--- src/rtl/hazard_ctrl_pkg.sv ---
// rtl/hazard_ctrl_pkg.sv - shared types and constants for the pipeline hazard controller
package hazard_ctrl_pkg;

    typedef logic [31:0] word_t;

    localparam int MU_LAT_DEFAULT = 4;

    typedef enum logic [1:0] {
        IDLE = 2'd0,
        BUSY = 2'd1,
        DONE = 2'd2
    } mu_state_t;

    // Stage hold/kill bundle handed to the pipeline stage registers.
    typedef struct packed {
        logic stopf;
        logic stopd;
        logic stope;
        logic stopm;
        logic flushd;
        logic flushe;
    } hazard_ctl_t;

    function automatic logic [31:0] reg_onehot(input logic [4:0] idx);
        return 32'(1) << idx;
    endfunction

endpackage

--- src/rtl/hazard_ctrl_scoreboard.sv ---
// rtl/hazard_ctrl_scoreboard.sv - pending-write scoreboard for long-latency producers
module hazard_ctrl_scoreboard
    import hazard_ctrl_pkg::*;
(
    input  logic       clk,
    input  logic       reset,
    input  logic       set_en,
    input  logic [4:0] set_idx,
    input  logic       clr_en,
    input  logic [4:0] clr_idx,
    input  logic [4:0] rs1,
    input  logic [4:0] rs2,
    input  logic [4:0] rd,
    output logic       rs1_busy,
    output logic       rs2_busy,
    output logic       rd_busy
);

    logic [31:0] sb_q;
    logic [31:0] set_mask;
    logic [31:0] clr_mask;
    logic [31:0] sb_nxt;

    always_comb begin
        set_mask = (set_en && set_idx != 5'd0) ? reg_onehot(set_idx) : 32'd0;
        clr_mask = clr_en ? reg_onehot(clr_idx) : 32'd0;
        // Clearing first lets a same-cycle set on the same register survive.
        sb_nxt   = (sb_q & ~clr_mask) | set_mask;
        sb_nxt[0] = 1'b0;
    end

    always_ff @(posedge clk) begin
        if (reset) begin
            sb_q <= 32'd0;
        end else begin
            sb_q <= sb_nxt;
        end
    end

    assign rs1_busy = (rs1 != 5'd0) && sb_q[rs1];
    assign rs2_busy = (rs2 != 5'd0) && sb_q[rs2];
    assign rd_busy  = (rd  != 5'd0) && sb_q[rd];

endmodule

--- src/rtl/hazard_ctrl.sv ---
// rtl/hazard_ctrl.sv - central stall/flush controller, multicycle sequencer and redirect latch
module hazard_ctrl
    import hazard_ctrl_pkg::*;
#(
    parameter int MU_LAT = MU_LAT_DEFAULT
)(
    input  logic       clk,
    input  logic       reset,
    input  logic       d_valid,
    input  logic [4:0] d_rs1,
    input  logic [4:0] d_rs2,
    input  logic [4:0] d_rd,
    input  logic       d_regwrite,
    input  logic       d_longlat,
    input  logic       e_valid,
    input  logic       e_multi,
    input  logic       branch,
    input  word_t      branch_tgt,
    input  logic       m_stall,
    input  logic       f_ready,
    input  logic       wb_valid,
    input  logic       wb_regwrite,
    input  logic [4:0] wb_dst,
    output logic       stopf,
    output logic       stopd,
    output logic       stope,
    output logic       stopm,
    output logic       flushd,
    output logic       flushe,
    output logic       mu_start,
    output logic       mu_capture,
    output logic       redirect_valid,
    output word_t      redirect_pc
);

    mu_state_t   state_q;
    mu_state_t   state_nxt;
    logic [3:0]  cnt_q;
    logic [3:0]  cnt_nxt;
    logic        mu_go;
    logic        fsm_hold;
    logic        hazard;
    logic        issue;
    logic        honoured;
    logic        rs1_busy;
    logic        rs2_busy;
    logic        rd_busy;
    hazard_ctl_t ctl;

    assign issue = d_valid & ~ctl.stopd & ~branch;

    hazard_ctrl_scoreboard u_sb (
        .clk      (clk),
        .reset    (reset),
        .set_en   (issue & d_regwrite & d_longlat),
        .set_idx  (d_rd),
        .clr_en   (wb_valid & wb_regwrite),
        .clr_idx  (wb_dst),
        .rs1      (d_rs1),
        .rs2      (d_rs2),
        .rd       (d_rd),
        .rs1_busy (rs1_busy),
        .rs2_busy (rs2_busy),
        .rd_busy  (rd_busy)
    );

    assign hazard = d_valid & (rs1_busy | rs2_busy | (d_regwrite & rd_busy));
    assign mu_go  = e_valid & e_multi & ~m_stall;

    always_ff @(posedge clk) begin
        if (reset) begin
            state_q <= IDLE;
            cnt_q   <= 4'd0;
        end else begin
            state_q <= state_nxt;
            cnt_q   <= cnt_nxt;
        end
    end

    always_comb begin
        state_nxt = state_q;
        cnt_nxt   = cnt_q;
        case (state_q)
            IDLE: begin
                if (mu_go) begin
                    state_nxt = BUSY;
                    cnt_nxt   = 4'(MU_LAT - 1);
                end
            end
            BUSY: begin
                cnt_nxt = cnt_q - 4'd1;
                if (cnt_q == 4'd1) begin
                    state_nxt = DONE;
                end
            end
            DONE: begin
                if (!m_stall) begin
                    state_nxt = IDLE;
                end
            end
            default: state_nxt = IDLE;
        endcase
    end

    always_comb begin
        mu_start   = 1'b0;
        mu_capture = 1'b0;
        fsm_hold   = 1'b0;
        case (state_q)
            IDLE: begin
                mu_start = mu_go;
                fsm_hold = e_valid & e_multi;
            end
            BUSY: fsm_hold = 1'b1;
            DONE: begin
                mu_capture = 1'b1;
                fsm_hold   = m_stall;
            end
            default: fsm_hold = 1'b0;
        endcase
    end

    // A branch seen while E is held is re-presented later, so it is not acted on now.
    always_comb begin
        ctl.stopm  = m_stall;
        ctl.stope  = m_stall | fsm_hold;
        ctl.stopd  = ctl.stope | hazard;
        ctl.stopf  = ctl.stopd;
        ctl.flushd = branch & ~ctl.stope;
        ctl.flushe = (branch | hazard) & ~ctl.stope;
    end

    assign honoured = branch & ~ctl.stope;

    always_ff @(posedge clk) begin
        if (reset) begin
            redirect_valid <= 1'b0;
            redirect_pc    <= '0;
        end else if (honoured) begin
            redirect_valid <= 1'b1;
            redirect_pc    <= branch_tgt;
        end else if (f_ready) begin
            redirect_valid <= 1'b0;
        end
    end

    assign stopf  = ctl.stopf;
    assign stopd  = ctl.stopd;
    assign stope  = ctl.stope;
    assign stopm  = ctl.stopm;
    assign flushd = ctl.flushd;
    assign flushe = ctl.flushe;

endmodule

--- config.mk ---
export PLATFORM = sky130hd
export DESIGN_NAME = hazard_ctrl
export DESIGN_NICKNAME = d
export VERILOG_FILES = /design/src/rtl/hazard_ctrl_pkg.sv /design/src/rtl/hazard_ctrl_scoreboard.sv /design/src/rtl/hazard_ctrl.sv
export SDC_FILE = /design/constraint.sdc
export NUM_CORES = 1
export LEC_CHECK = 0
export CORE_MARGIN = 1.5
export CORE_UTILIZATION = 49
export CTS_CLUSTER_DIAMETER = 120
export CTS_CLUSTER_SIZE = 24
export DETAILED_ROUTE_END_ITERATION = 10
export GPL_ROUTABILITY_DRIVEN = 0
export PLACE_DENSITY = 0.81
export SLEW_MARGIN = 25
export SYNTH_ARGS = -nofsm -noshare
export SYNTH_HDL_FRONTEND = slang
export SYNTH_SLANG_ARGS = --single-unit
--- constraint.sdc ---
create_clock -name clk -period 3.17 [get_ports clk]
set_input_delay 0.4755 -clock clk [delete_from_list [all_inputs] [get_ports clk]]
set_output_delay 0.4755 -clock clk [all_outputs]
set_load 0.01 [all_outputs]
After elaboration in Yosys (flattened, before gate mapping)
Cells that the tools add are included.
{ "totals": {"reg_bits": 71, "inputBits": 64} }
{ "op_classes": {"mux": 19, "magnitude_cmp": 3, "add_sub_neg": 1, "bitwise": 23, "shift": 2, "n_reduce_logical": 12, "eq_ne": 6} }
{ "op_table": {"columns": ["op", "count"], "rows": [
  ["32-bit 2-to-1 mux", 2],
  ["1-bit by 5-bit left shift with 32-bit output, first input constant", 2],
  ["32-bit bitwise AND", 1],
  ["32-bit inverter", 1],
  ["32-bit bitwise OR", 1],
  ["5-bit by 6-bit < comparator with 1-bit output, second input constant", 3],
  ["1-bit binary-select mux with 5-bit select", 3],
  ["5-bit nonzero test", 3],
  ["1-bit bitwise AND", 11],
  ["4-bit one-hot mux with 2 select lines", 1],
  ["1-bit 2-to-1 mux", 7],
  ["2-bit 2-to-1 mux", 3],
  ["2-bit != test, second input constant", 3],
  ["2-bit one-hot mux with 3 select lines", 1],
  ["1-bit bitwise OR", 5],
  ["4-bit by 1-bit == test with 1-bit output, second input constant", 1],
  ["1-bit logical AND", 4],
  ["4-bit 2-to-1 mux", 1],
  ["1-bit inverter", 4],
  ["2-bit nonzero test", 2],
  ["4-bit by 1-bit subtractor with 4-bit output, second input constant", 1],
  ["1-bit one-hot mux with 3 select lines", 1],
  ["3-bit AND reduction", 1],
  ["2-bit by 1-bit == test with 1-bit output, second input constant", 1],
  ["3 further kinds", 3]
]} }

Longest topological paths before layout
Gate-level depths: netlist (run 1).
{ "depth": {"ltp_word": 15, "ltp_mapped": 9, "ltp_nobuf": 7} }

Hierarchy
From an unflattened synthesis (run 1), not the netlist that was laid out.
{ "hier_totals": {"hier_cells": 434, "hier_area_um2": 4147.7} }
{ "by_module_without_submodules": {"columns": ["mod", "n_inst", "seq_area_each_um2", "area_per_inst_um2", "cells_per_inst"], "rows": [
  ["hazard_ctrl_scoreboard", 1, 620.6, 2177.1, 238],
  ["hazard_ctrl", 1, 780.7, 1970.6, 196]
]} }

Least setup slack after synthesis (run 1)
No wires, ideal clock.
{ "synth_path": {"kind": "input-to-output", "startpoint": "input d_rd[1]", "endpoint": "output stopf", "arrival_time_ps": 2094, "path_buffers": 2, "t_required_ps": 2694, "cell_stages": 8, "setup_slack_ps": 601, "path_cell_list": "clkbuf_1 -> mux2_2 -> a221oi_1 -> o22ai_1 -> o21ai_1 -> nand3_1 -> a21o_1 -> buf_4"} }
{ "synth_via": {"elab_chain_len": 7, "elab_cells_between_ends": 8, "cone_classes": "2 x mux; 4 x bitwise; 2 x reduce/logical"} }
{ "synth_rtl": {"columns": ["element", "line", "rtl"], "rows": [
  ["from (decl)", "hazard_ctrl.sv:12", "input logic [4:0] d_rd,"],
  ["1-bit binary-select mux with 5-bit select", "hazard_ctrl_scoreboard.sv:42", "assign rd_busy = (rd != 5'd0) && sb_q[rd];"],
  ["1-bit 2-to-1 mux (implied by the code)", "hazard_ctrl_scoreboard.sv:42", null],
  ["1-bit logical AND (*)", "hazard_ctrl_scoreboard.sv:42", null],
  ["1-bit bitwise AND (*)", "hazard_ctrl.sv:67", "assign hazard = d_valid & (rs1_busy | rs2_busy | (d_regwrite & rd_busy));"],
  ["1-bit bitwise OR (*)", "hazard_ctrl.sv:67", null],
  ["1-bit bitwise AND (*)", "hazard_ctrl.sv:67", null],
  ["1-bit bitwise OR (*)", "hazard_ctrl.sv:127", "ctl.stopd = ctl.stope | hazard;"],
  ["to (decl)", "hazard_ctrl.sv:24", "output logic stopf,"]
]} }
Every way passes the cells marked *; elsewhere a longest branch is shown, timed or not. The select of a mux whose other input is x is not followed.

Worst setup path in the final report (run 1)
{ "layout_path": {"startpoint": "input d_rs2[0]", "endpoint": "output flushe"} }
{ "layout_via": {"elab_chain_len": 8, "elab_cells_between_ends": 9, "cone_classes": "2 x mux; 5 x bitwise; 2 x reduce/logical"} }
{ "layout_rtl": {"columns": ["element", "line", "rtl"], "rows": [
  ["from (decl)", "hazard_ctrl.sv:11", "input logic [4:0] d_rs2,"],
  ["1-bit binary-select mux with 5-bit select", "hazard_ctrl_scoreboard.sv:41", "assign rs2_busy = (rs2 != 5'd0) && sb_q[rs2];"],
  ["1-bit 2-to-1 mux (implied by the code)", "hazard_ctrl_scoreboard.sv:41", null],
  ["1-bit logical AND (*)", "hazard_ctrl_scoreboard.sv:41", null],
  ["1-bit bitwise OR (*) (2 in a row)", "hazard_ctrl.sv:67", null],
  ["1-bit bitwise AND (*)", "hazard_ctrl.sv:67", null],
  ["1-bit bitwise OR (*)", "hazard_ctrl.sv:130", "ctl.flushe = (branch | hazard) & ~ctl.stope;"],
  ["1-bit bitwise AND (*)", "hazard_ctrl.sv:130", null],
  ["to (decl)", "hazard_ctrl.sv:29", "output logic flushe,"]
]} }
Marks and branches as above.

==> results of run 1 <==
==> where the power goes <==
| group | switching [W] | internal (W) | total (W) |
|---|---|---|---|
| clock | 0.000346 | 0.000387 | 0.000733 |
| sequential | 0.0000147 | 0.000903 | 0.000917 |
| combinational | 0.000174 | 0.000192 | 0.000366 |
==> stage by stage <==
step | setup TNS [ns] | setup WS (ns)
after floorplan | 0 | 0.6010
after global placement | -1.001 | -0.3644
after detailed placement | -1.215 | -0.4340
after CTS | 0 | 0.02772
after global routing | 0 | 0.03812
final | 0 | 0.1816
==> cells by family after synthesis <==
logic type                 count (synthesis)  synth area share
adders and majority gates                  2          0.006461
and+or+nand+nor                          208            0.2633
buffers and inverters                     47           0.05396
AOI/OAI and AO/OA                        112            0.1677
DFF                                       70            0.3619
muxes                                     33            0.1467
==> final cells by class <==
cell class                 count  area, um^2  share of cell area
sequential                    70        1401              0.2620
clock inverter                 5       57.56             0.01076
multi-input combinational    355        2266              0.4236
timing repair buffer         133        1303              0.2435
inverter                      14       52.55            0.009825
clock buffer                  11       141.4             0.02643
tap                          102       127.6             0.02386
==> worst register-to-register path, stage by stage (launching register included) <==
cell,delay (ns)
dfxtp_1,0.38
mux4_2,0.48
mux2i_1,0.18
o22ai_1,0.12
nor3_2,0.23
buf_4,0.15
nand4_2,0.07
buf_4,0.23
o31ai_1,0.27
==> worst max-delay path by stage <==
stage	depth (start not counted)	end	startpoint
finish	11	flushe	d_rs2[0]
global route	11	flushe	d_rs2[0]
CTS	9	flushe	d_rs2[2]
detailed placement	9	flushe	d_rs2[0]
global placement	9	flushe	d_rs2[0]
floorplan	8	stopf	d_rd[1]
==> cells in the final DEF (no fill, tap or decap), types with 5 or more instances in the layout <==
cell | netlist | layout
nand3b_1 | 19 | 19
mux2i_1 | 14 | 14
dfxtp_1 | 70 | 70
clkbuf_8 | 0 | 10
nand2b_1 | 6 | 6
o21ai_0 | 42 | 42
buf_4 | 2 | 22
mux4_2 | 11 | 13
nor3_1 | 8 | 8
buf_6 | 2 | 5
nor2_1 | 19 | 19
nand2_1 | 107 | 107
o31ai_1 | 5 | 5
nor2b_1 | 19 | 19
a21oi_1 | 39 | 39
nor4_1 | 6 | 6
clkdlybuf4s50_1 | 0 | 94
inv_1 | 13 | 13
==> flip-flops by register name (all words and copies together) (netlist names) <==
| register | cells |
|---|---|
| cnt_q | 4 |
| redirect_valid | 1 |
| state_q | 2 |
| u_sb.sb_q | 31 |
| redirect_pc | 32 |
==> what timing repair did <==
action,in CTS,in global routing
buffers inserted,2,0
pin swaps,5,2
resized for setup,16,7
endpoints found under the setup margin,3,3
gates cloned,1,1
==> routing by layer <==
metal | global-route usage | wire (um) | part of all wire
met5 | 0 | 0 | 0
met4 | 0.1885 | 477 | 0.039
met3 | 0.06468 | 1101 | 0.089
met2 | 0.4858 | 5977 | 0.48
met1 | 0.3540 | 4790 | 0.39
==> flow_summary.toml, run 1 <==
[setup_path]
crit_type = "in -> out"
r2r_start = "u_sb.sb_q[18]$_SDFF_PP0_"
max_stage_delay_ns = 0.54
r2r_setup_slack_ns = 0.97
required_ns = 2.69
path_max_fanout = 7
path_cells = "dlygate4sd2_1, buf_6, buf_4, mux4_1, nor2b_1, nor4_1, nor3_2, nand3_2, buf_6, a31o_2, buf_6"
crit_arrival_ns = 2.51
path_buf_inv = 5
start_kind = "primary input"
critPathTopFamily = "buffers and inverters"
cp_slowest_cell = "mux4_1"
cp_common_cell = "buf_6"
endpoint_kind = "output pin"
worstRegToRegCells = 8
r2r_end = "u_sb.sb_q[23]$_SDFF_PP0_"

[final_layout]
area_growth_pct = 38.13
fill_cells = 602
nets = 649
antenna_cells = 0
design_area_um2 = 5349
post-route-util = 0.6958
stdcell_count = 690
drive_gt1_frac = 0.1173

[logic_synthesis]
synth_common_cells = "107 x nand2_1, 70 x dfxtp_1, 42 x o21ai_0"
yosys_warnings = 0
postSynthNetCount = 538
synth_area_leader_cell = "dfxtp_1"
ys.flop_type = "dfxtp_1"
yosysMostFrequentCell = "nand2_1"
ys_seq_area_frac = 0.3619
synth.top_cell.area_share = 0.3619
synth-seq-cells = 70
synthesis.area_um2 = 3872
ys_types = 48
syn-instance-count = 472
syn_avg_cell_area_um2 = 8.204
synth_edf_count = 0
async_reset_ff_frac = 0
netlist_top_cells_area = "dfxtp_1 36%, nand2_1 10%, mux4_2 6.4%"

[hold_path]
hold-path-cell-count = 2
hold_class = "reg -> reg"
min_from = "redirect_pc[12]$_SDFFE_PP0P_"
hold_end = "redirect_pc[12]$_SDFFE_PP0P_"

[global_routing]
overflow = 0
grtUsageTotal = 0.2976
grt_pass1_wl_mm = 19.60
antenna_found_initial = 0
grt_max_degree = 45
grt_pass1_vias = 4110

[clocking]
cts_root_buf = "clkbuf_8"
clkTransAtPathRegs_ns = 0.08
cts.path.max_buffers = 2
cts_buffers = 9
ctsHoldBuffers = 0
htree_levels = 3
cts_sinks = 70
cts_tree = "yes"
clk_latency_ns = 0.35

[floorplan]
fp.dieW_um = 91.90
core_area_um2 = 7687
die_area_um2 = 8446
rows = 32
fp.dieH_um = 91.90
ios = 105
start_util = 0.5037

[sta]
whs_ns = 0.4559
setup_viol_count_final = 0
hold_viol_final = 0
min_period_ns = 2.988
finalClockSkew_ns = 0.01218
relSlewSlack = 0.5647
max_freq_mhz = 334.6
slew_violations = 0
worst_slew_pin_slew_ns = 0.6470
layout_worst_path_cycle_share = 0.9427
rsz0062_at_grt = "no"

[placed_design]
dp_hpwl_mm = 8.936
port_buffers = 104
dp_cells = 670
dpl_cell_area_um2 = 5080

[power_and_ir_drop]
cellPowerDensity_nw_per_um2 = 376.8
leakage_nw = 1.928
fin_total_pwr_w = 0.002016
ir_worst_vdd_v = 0.0002430

[detailed_routing]
avgRoutedWirePerCell_um = 17.89
vias = 4081
drt_iter0_drc = 347
firstDrtPassIters = 5
wl_mm = 12.35
vias_per_cell = 5.914
ant_nets = 0
drc = 0

[status]
status = "completed"

[flow_run]
cap_violations = 0
Note: power is estimated with default switching activity, not from simulation.
==> run 2, diff against run 1 <==
--- a/config.mk
+++ b/config.mk
@@ -5,6 +5,7 @@
 export SDC_FILE = /design/constraint.sdc
 export NUM_CORES = 1
 export LEC_CHECK = 0
+export CORE_ASPECT_RATIO = 0.6
 export CORE_MARGIN = 1.5
 export CORE_UTILIZATION = 49
 export CTS_CLUSTER_DIAMETER = 120
==> flow_summary.toml, run 2 (same netlist as run 1, synthesis figures left out) <==
[status]
status = "completed"

[setup_path]
start_kind = "primary input"
max_stage_delay_ns = 0.47
r2r_start = "u_sb.sb_q[16]$_SDFF_PP0_"
worstRegToRegCells = 9
path_cells = "clkdlybuf4s50_1, buf_6, buf_4, mux2i_1, a22oi_1, o2111ai_2, o2111a_1, nand3_1, a31o_2, buf_2"
path_buf_inv = 4
critPathTopFamily = "buffers and inverters"
path_max_fanout = 7
crit_type = "in -> out"
endpoint_kind = "output pin"
r2r_setup_slack_ns = 0.79
r2r_end = "u_sb.sb_q[5]$_SDFF_PP0_"
crit_arrival_ns = 2.63
required_ns = 2.69
cp_slowest_cell = "clkdlybuf4s50_1"

[flow_run]
cap_violations = 0

[detailed_routing]
drc = 0
drt_iter0_drc = 504
ant_nets = 0
firstDrtPassIters = 6
avgRoutedWirePerCell_um = 19.62
vias = 4258
wl_mm = 13.56
vias_per_cell = 6.162

[hold_path]
hold_class = "reg -> reg"
min_from = "redirect_pc[29]$_SDFFE_PP0P_"
hold-path-cell-count = 2
hold_end = "redirect_pc[29]$_SDFFE_PP0P_"

[power_and_ir_drop]
cellPowerDensity_nw_per_um2 = 404.1
leakage_nw = 1.932
fin_total_pwr_w = 0.002184
ir_worst_vdd_v = 0.0002590

[final_layout]
largest_register = "redirect_pc"
antenna_cells = 0
post-route-util = 0.7258
mostFrequentLayoutCell = "nand2_1"
largestRegisters = "redirect_pc (32), u_sb.sb_q (31), cnt_q (4)"
largest_reg_flops = 32
design_area_um2 = 5405
fill_cells = 562
multi_input_area_um2 = 2263
regArea_um2 = 1401
stdcell_count = 691
drive_gt1_frac = 0.1210
area_growth_pct = 39.58
nets = 652
final_cell_mix = "107 x nand2_1, 97 x clkdlybuf4s50_1, 70 x dfxtp_1, 42 x o21ai_0, 39 x a21oi_1"

[floorplan]
fp.dieW_um = 117.8
rows = 24
fp.dieH_um = 71.86
core_area_um2 = 7447
die_area_um2 = 8463
ios = 105
start_util = 0.5200

[clocking]
cts_sinks = 70
cts.path.max_buffers = 2
ctsHoldBuffers = 0
cts_tree = "yes"
clk_latency_ns = 0.34
clkTransAtPathRegs_ns = 0.05
cts_buffers = 9
htree_levels = 3
cts_root_buf = "clkbuf_16"

[global_routing]
grt_pass1_vias = 4041
antenna_found_initial = 0
grt_max_degree = 56
overflow = 0
grtUsageTotal = 0.3211
grt_pass1_wl_mm = 20.98

[sta]
min_period_ns = 3.101
max_freq_mhz = 322.5
finalClockSkew_ns = 0.006997
relSlewSlack = 0.4990
setup_viol_count_final = 0
layout_setup_ws_ns = 0.06895
layout_worst_path_cycle_share = 0.9783
worst_slew_pin_slew_ns = 0.7498
slew_violations = 0
hold_viol_final = 0

[placed_design]
pre_cts_slack_ns = -0.4276
dp_cells = 676
dp_hpwl_mm = 9.869
dpl_cell_area_um2 = 5112
port_buffers = 104
[run 2: where the power goes]
group	total (W)	leakage, nW	switching [W]	internal [W]
logic	0.000373	1.24	0.000183	0.000190
registers	0.000919	0.567	0.0000150	0.000904
clock network	0.000892	0.122	0.000361	0.000531
[run 2: area by class of cell]
cell class	instances	area share
multi-input combinational	355	0.4188
sequential	70	0.2593
timing repair buffer	136	0.2417
clock buffer	10	0.04421
tap	104	0.02407
inverter	14	0.009722
clock inverter	2	0.002315
[run 2: repair_timing]
action | in CTS | in global routing
pin swaps | 5 | 6
cloned | 0 | 1
buffers inserted | 2 | 0
endpoints found under the setup margin | 3 | 3
gates resized for setup | 16 | 6
[run 2: how the worst max path moves through the flow]
stage                   from     end  slack, ns  depth (start not counted)
CTS                 d_rs2[0]  flushe       0.04                          9
floorplan            d_rd[1]   stopf       0.60                          8
detailed placement  d_rs2[0]  flushe      -0.43                          9
finish              d_rs1[0]  flushe       0.07                         10
global placement    d_rs2[0]  flushe      -0.36                          9
global route        d_rs1[0]  flushe      -0.05                         10
[run 2: metal layers]
| layer | track usage | wire length, um | part of all wire |
|---|---|---|---|
| met2 | 0.4893 | 5820 | 0.43 |
| met5 | 0 | 0 | 0 |
| met4 | 0.1084 | 391 | 0.029 |
| met1 | 0.4355 | 5601 | 0.41 |
| met3 | 0.1027 | 1745 | 0.13 |
[run 2: through the flow]
step                      hold slack (ns)  setup TNS (ns)
after floorplan                    0.4496               0
after global placement             0.4415         -0.9796
after detailed placement           0.4484          -1.218
after CTS                          0.4559               0
after global routing               0.4801        -0.04560
final                              0.4554               0
[run 2: worst reg2reg max path: stages, from the launching register on]
cell and delay [ns]:
dfxtp_1 0.39, mux4_2 0.49, mux2i_1 0.15, o22ai_1 0.11, nor3_2 0.28, buf_4 0.16, buf_4 0.09, nand4_2 0.08
buf_4 0.24, o31ai_1 0.28
==> run 3, diff against run 2 <==
--- a/config.mk
+++ b/config.mk
@@ -9,7 +9,7 @@
 export CORE_MARGIN = 1.5
 export CORE_UTILIZATION = 49
 export CTS_CLUSTER_DIAMETER = 120
-export CTS_CLUSTER_SIZE = 24
+export CTS_CLUSTER_SIZE = 14
 export DETAILED_ROUTE_END_ITERATION = 10
 export GPL_ROUTABILITY_DRIVEN = 0
 export PLACE_DENSITY = 0.81
==> results of run 3 <==
No change in the layout: final DEF, timing and power equal those of run 2.
==> RTL change, RTL diff (flow settings as in run 1) <==
Register the output `redirect_pc` once more, without a reset; this adds one clock of latency there. The other outputs are not delayed to match.
--- a/src/rtl/hazard_ctrl.sv
+++ b/src/rtl/hazard_ctrl.sv
@@ -32,6 +32,8 @@
     output logic       redirect_valid,
     output word_t      redirect_pc
 );
+
+    word_t redirect_pc_s0;
 
     mu_state_t   state_q;
     mu_state_t   state_nxt;
@@ -135,10 +137,10 @@
     always_ff @(posedge clk) begin
         if (reset) begin
             redirect_valid <= 1'b0;
-            redirect_pc    <= '0;
+            redirect_pc_s0 <= '0;
         end else if (honoured) begin
             redirect_valid <= 1'b1;
-            redirect_pc    <= branch_tgt;
+            redirect_pc_s0 <= branch_tgt;
         end else if (f_ready) begin
             redirect_valid <= 1'b0;
         end
@@ -151,5 +153,9 @@
     assign flushd = ctl.flushd;
     assign flushe = ctl.flushe;
 
+    always_ff @(posedge clk) begin
+        redirect_pc <= redirect_pc_s0;
+    end
+
 endmodule
 
Formal check against the unedited RTL: not equivalent (Yosys sat finds a counterexample within 4 cycles, from zero or initial values and one cycle with reset high).
==> RTL change against run 1 <==
Power increased by 31%; sequential cell count grew 32; final area is 15% higher; wire length increased by 10%; non-clock buffer count grew 4; area after synthesis rose by 20%; setup slack got worse by 0.074 ns; clock skew grew 0.0071 ns; first-iteration DRC count down 4.9%; combinational power up 13%; highest routed layer unchanged.
==> RTL change: results (changes against run 1) <==
[status]
status=completed

[power]
irDropWorstVdd_mv=0.240  ; -1.3%
static-leakage-power_nw=2.25  ; +16%

[drt]
drt_iter0_drc=330  ; -4.9%
vias_per_cell=5.85  ; -1.2%

[place]
dpl_cell_area_mm2=0.00591  ; +16%
dp.final_hpwl_mm=9.74  ; +9.0%
place_ws_ns=-0.255  ; +0.179 ns

[worst_setup_path]
reg2reg_depth=7  ; -1
slowest_stage=mux4_2
regToRegStartpoint=u_sb.sb_q[4]

[clock_tree]
clock_latency_ns=0.37  ; +0.02 ns
cts.clk_slew.worst_paths_ns=0.12  ; +0.04 ns
post-cts-setup-buffer-count=0  ; -2

[grt]
grt_max_degree=49  ; +8.9%
grt.total_usage_pct=27.7  ; -2.0 points

[yosys]
synth_area_leaders=dfxtp_1, nand2_1, mux2i_1
ys_types=47  ; -2.1%
syn_nets=598  ; +11%

[layout]
fin_nets=711  ; +9.6%
nFillCells=694  ; +15%
drive_gt1_share_pct=12.0  ; +0.27 points

[worst_hold_path]
hold_end=redirect_pc[16]

[sta]
whs_ns=0.334  ; -0.121 ns
worstMarginPinSlew_ns=0.872  ; +0.225 ns

-- RTL change: changes by cell type after synthesis, moves of 6 or more --
cell and delta:
nor2b_1 +7, o21ai_1 +18, o21ai_2 +10, nand3_1 +29, a22oi_1 +6, o21ai_0 -25
dfxtp_1 +32, mux2i_1 +17, mux4_1 -6, nand2_1 -10, inv_1 -10
-- RTL change: layout make-up --
| type | count | share of cell area [%] |
|---|---|---|
| multi-input combinational | 391 | 39.1 |
| clock buffer | 9 | 2.02 |
| tap | 111 | 2.26 |
| sequential | 102 | 33.3 |
| timing repair buffer | 137 | 21.5 |
| clock inverter | 7 | 1.59 |
| inverter | 4 | 0.244 |
-- RTL change: worst max-delay path, delay by kind of cell --
family                 cells  cell delay (ns)
buffers and inverters      3             0.91
multiplexers               2             0.66
AND/OR/NAND/NOR            2             0.28
AO/OA/AOI/OAI              2             0.26
-- RTL change: worst max path at each step --
| stage | from | endpoint | slack [ns] |
|---|---|---|---|
| 2_1_floorplan | d_rs1[0] | stopf | 0.54 |
| 3_3_place_gp | d_rd[0] | flushe | -0.17 |
| 3_5_place_dp | d_rs2[0] | flushe | -0.25 |
| 4_1_cts | d_rd[0] | flushe | 0.04 |
| 5_1_grt | d_rd[0] | stopd | 0.01 |
| 6_report | d_rd[0] | stopd | 0.11 |
-- RTL change: per-layer routing --
| layer | global-route usage, % | wire [um] | vias up |
|---|---|---|---|
| met5 | 0 | 0 | - |
| met4 | 10.8 | 411 | 0 |
| met3 | 5.08 | 1190 | 48 |
| met2 | 46.3 | 6420 | 219 |
| met1 | 35.7 | 5610 | 2088 |
| li1 | - | - | 2094 |
-- RTL change: per-stage QoR --
stage	power [W]	util (%)
4_1_cts	0.00265	66.7
3_3_place_gp	0.00176	64.2
2_1_floorplan	0.00157	-
3_5_place_dp	0.00178	64.2
5_1_grt	0.00274	66.8
6_report	0.00264	66.8
-- RTL change: cells by family after synthesis --
kind of cell | synth area share (%)
flops | 44.0
buf+inv | 4.48
compound gates | 14.6
fa+ha+maj | 0.539
mux | 11.1
simple gates | 25.4
-- RTL change: report_power, final --
group	internal, W	total, W	switching [W]
Combinational	0.000207	0.000412	0.000205
Sequential	0.00132	0.00134	0.0000184
Clock	0.000393	0.000891	0.000498
Total	0.00192	0.00264	0.000721
-- RTL change: what timing repair did --
item,in CTS,in global routing
pin swaps,1,3
gates resized for setup,7,3
endpoints found under the setup margin,3,3
hold buffers,0,0
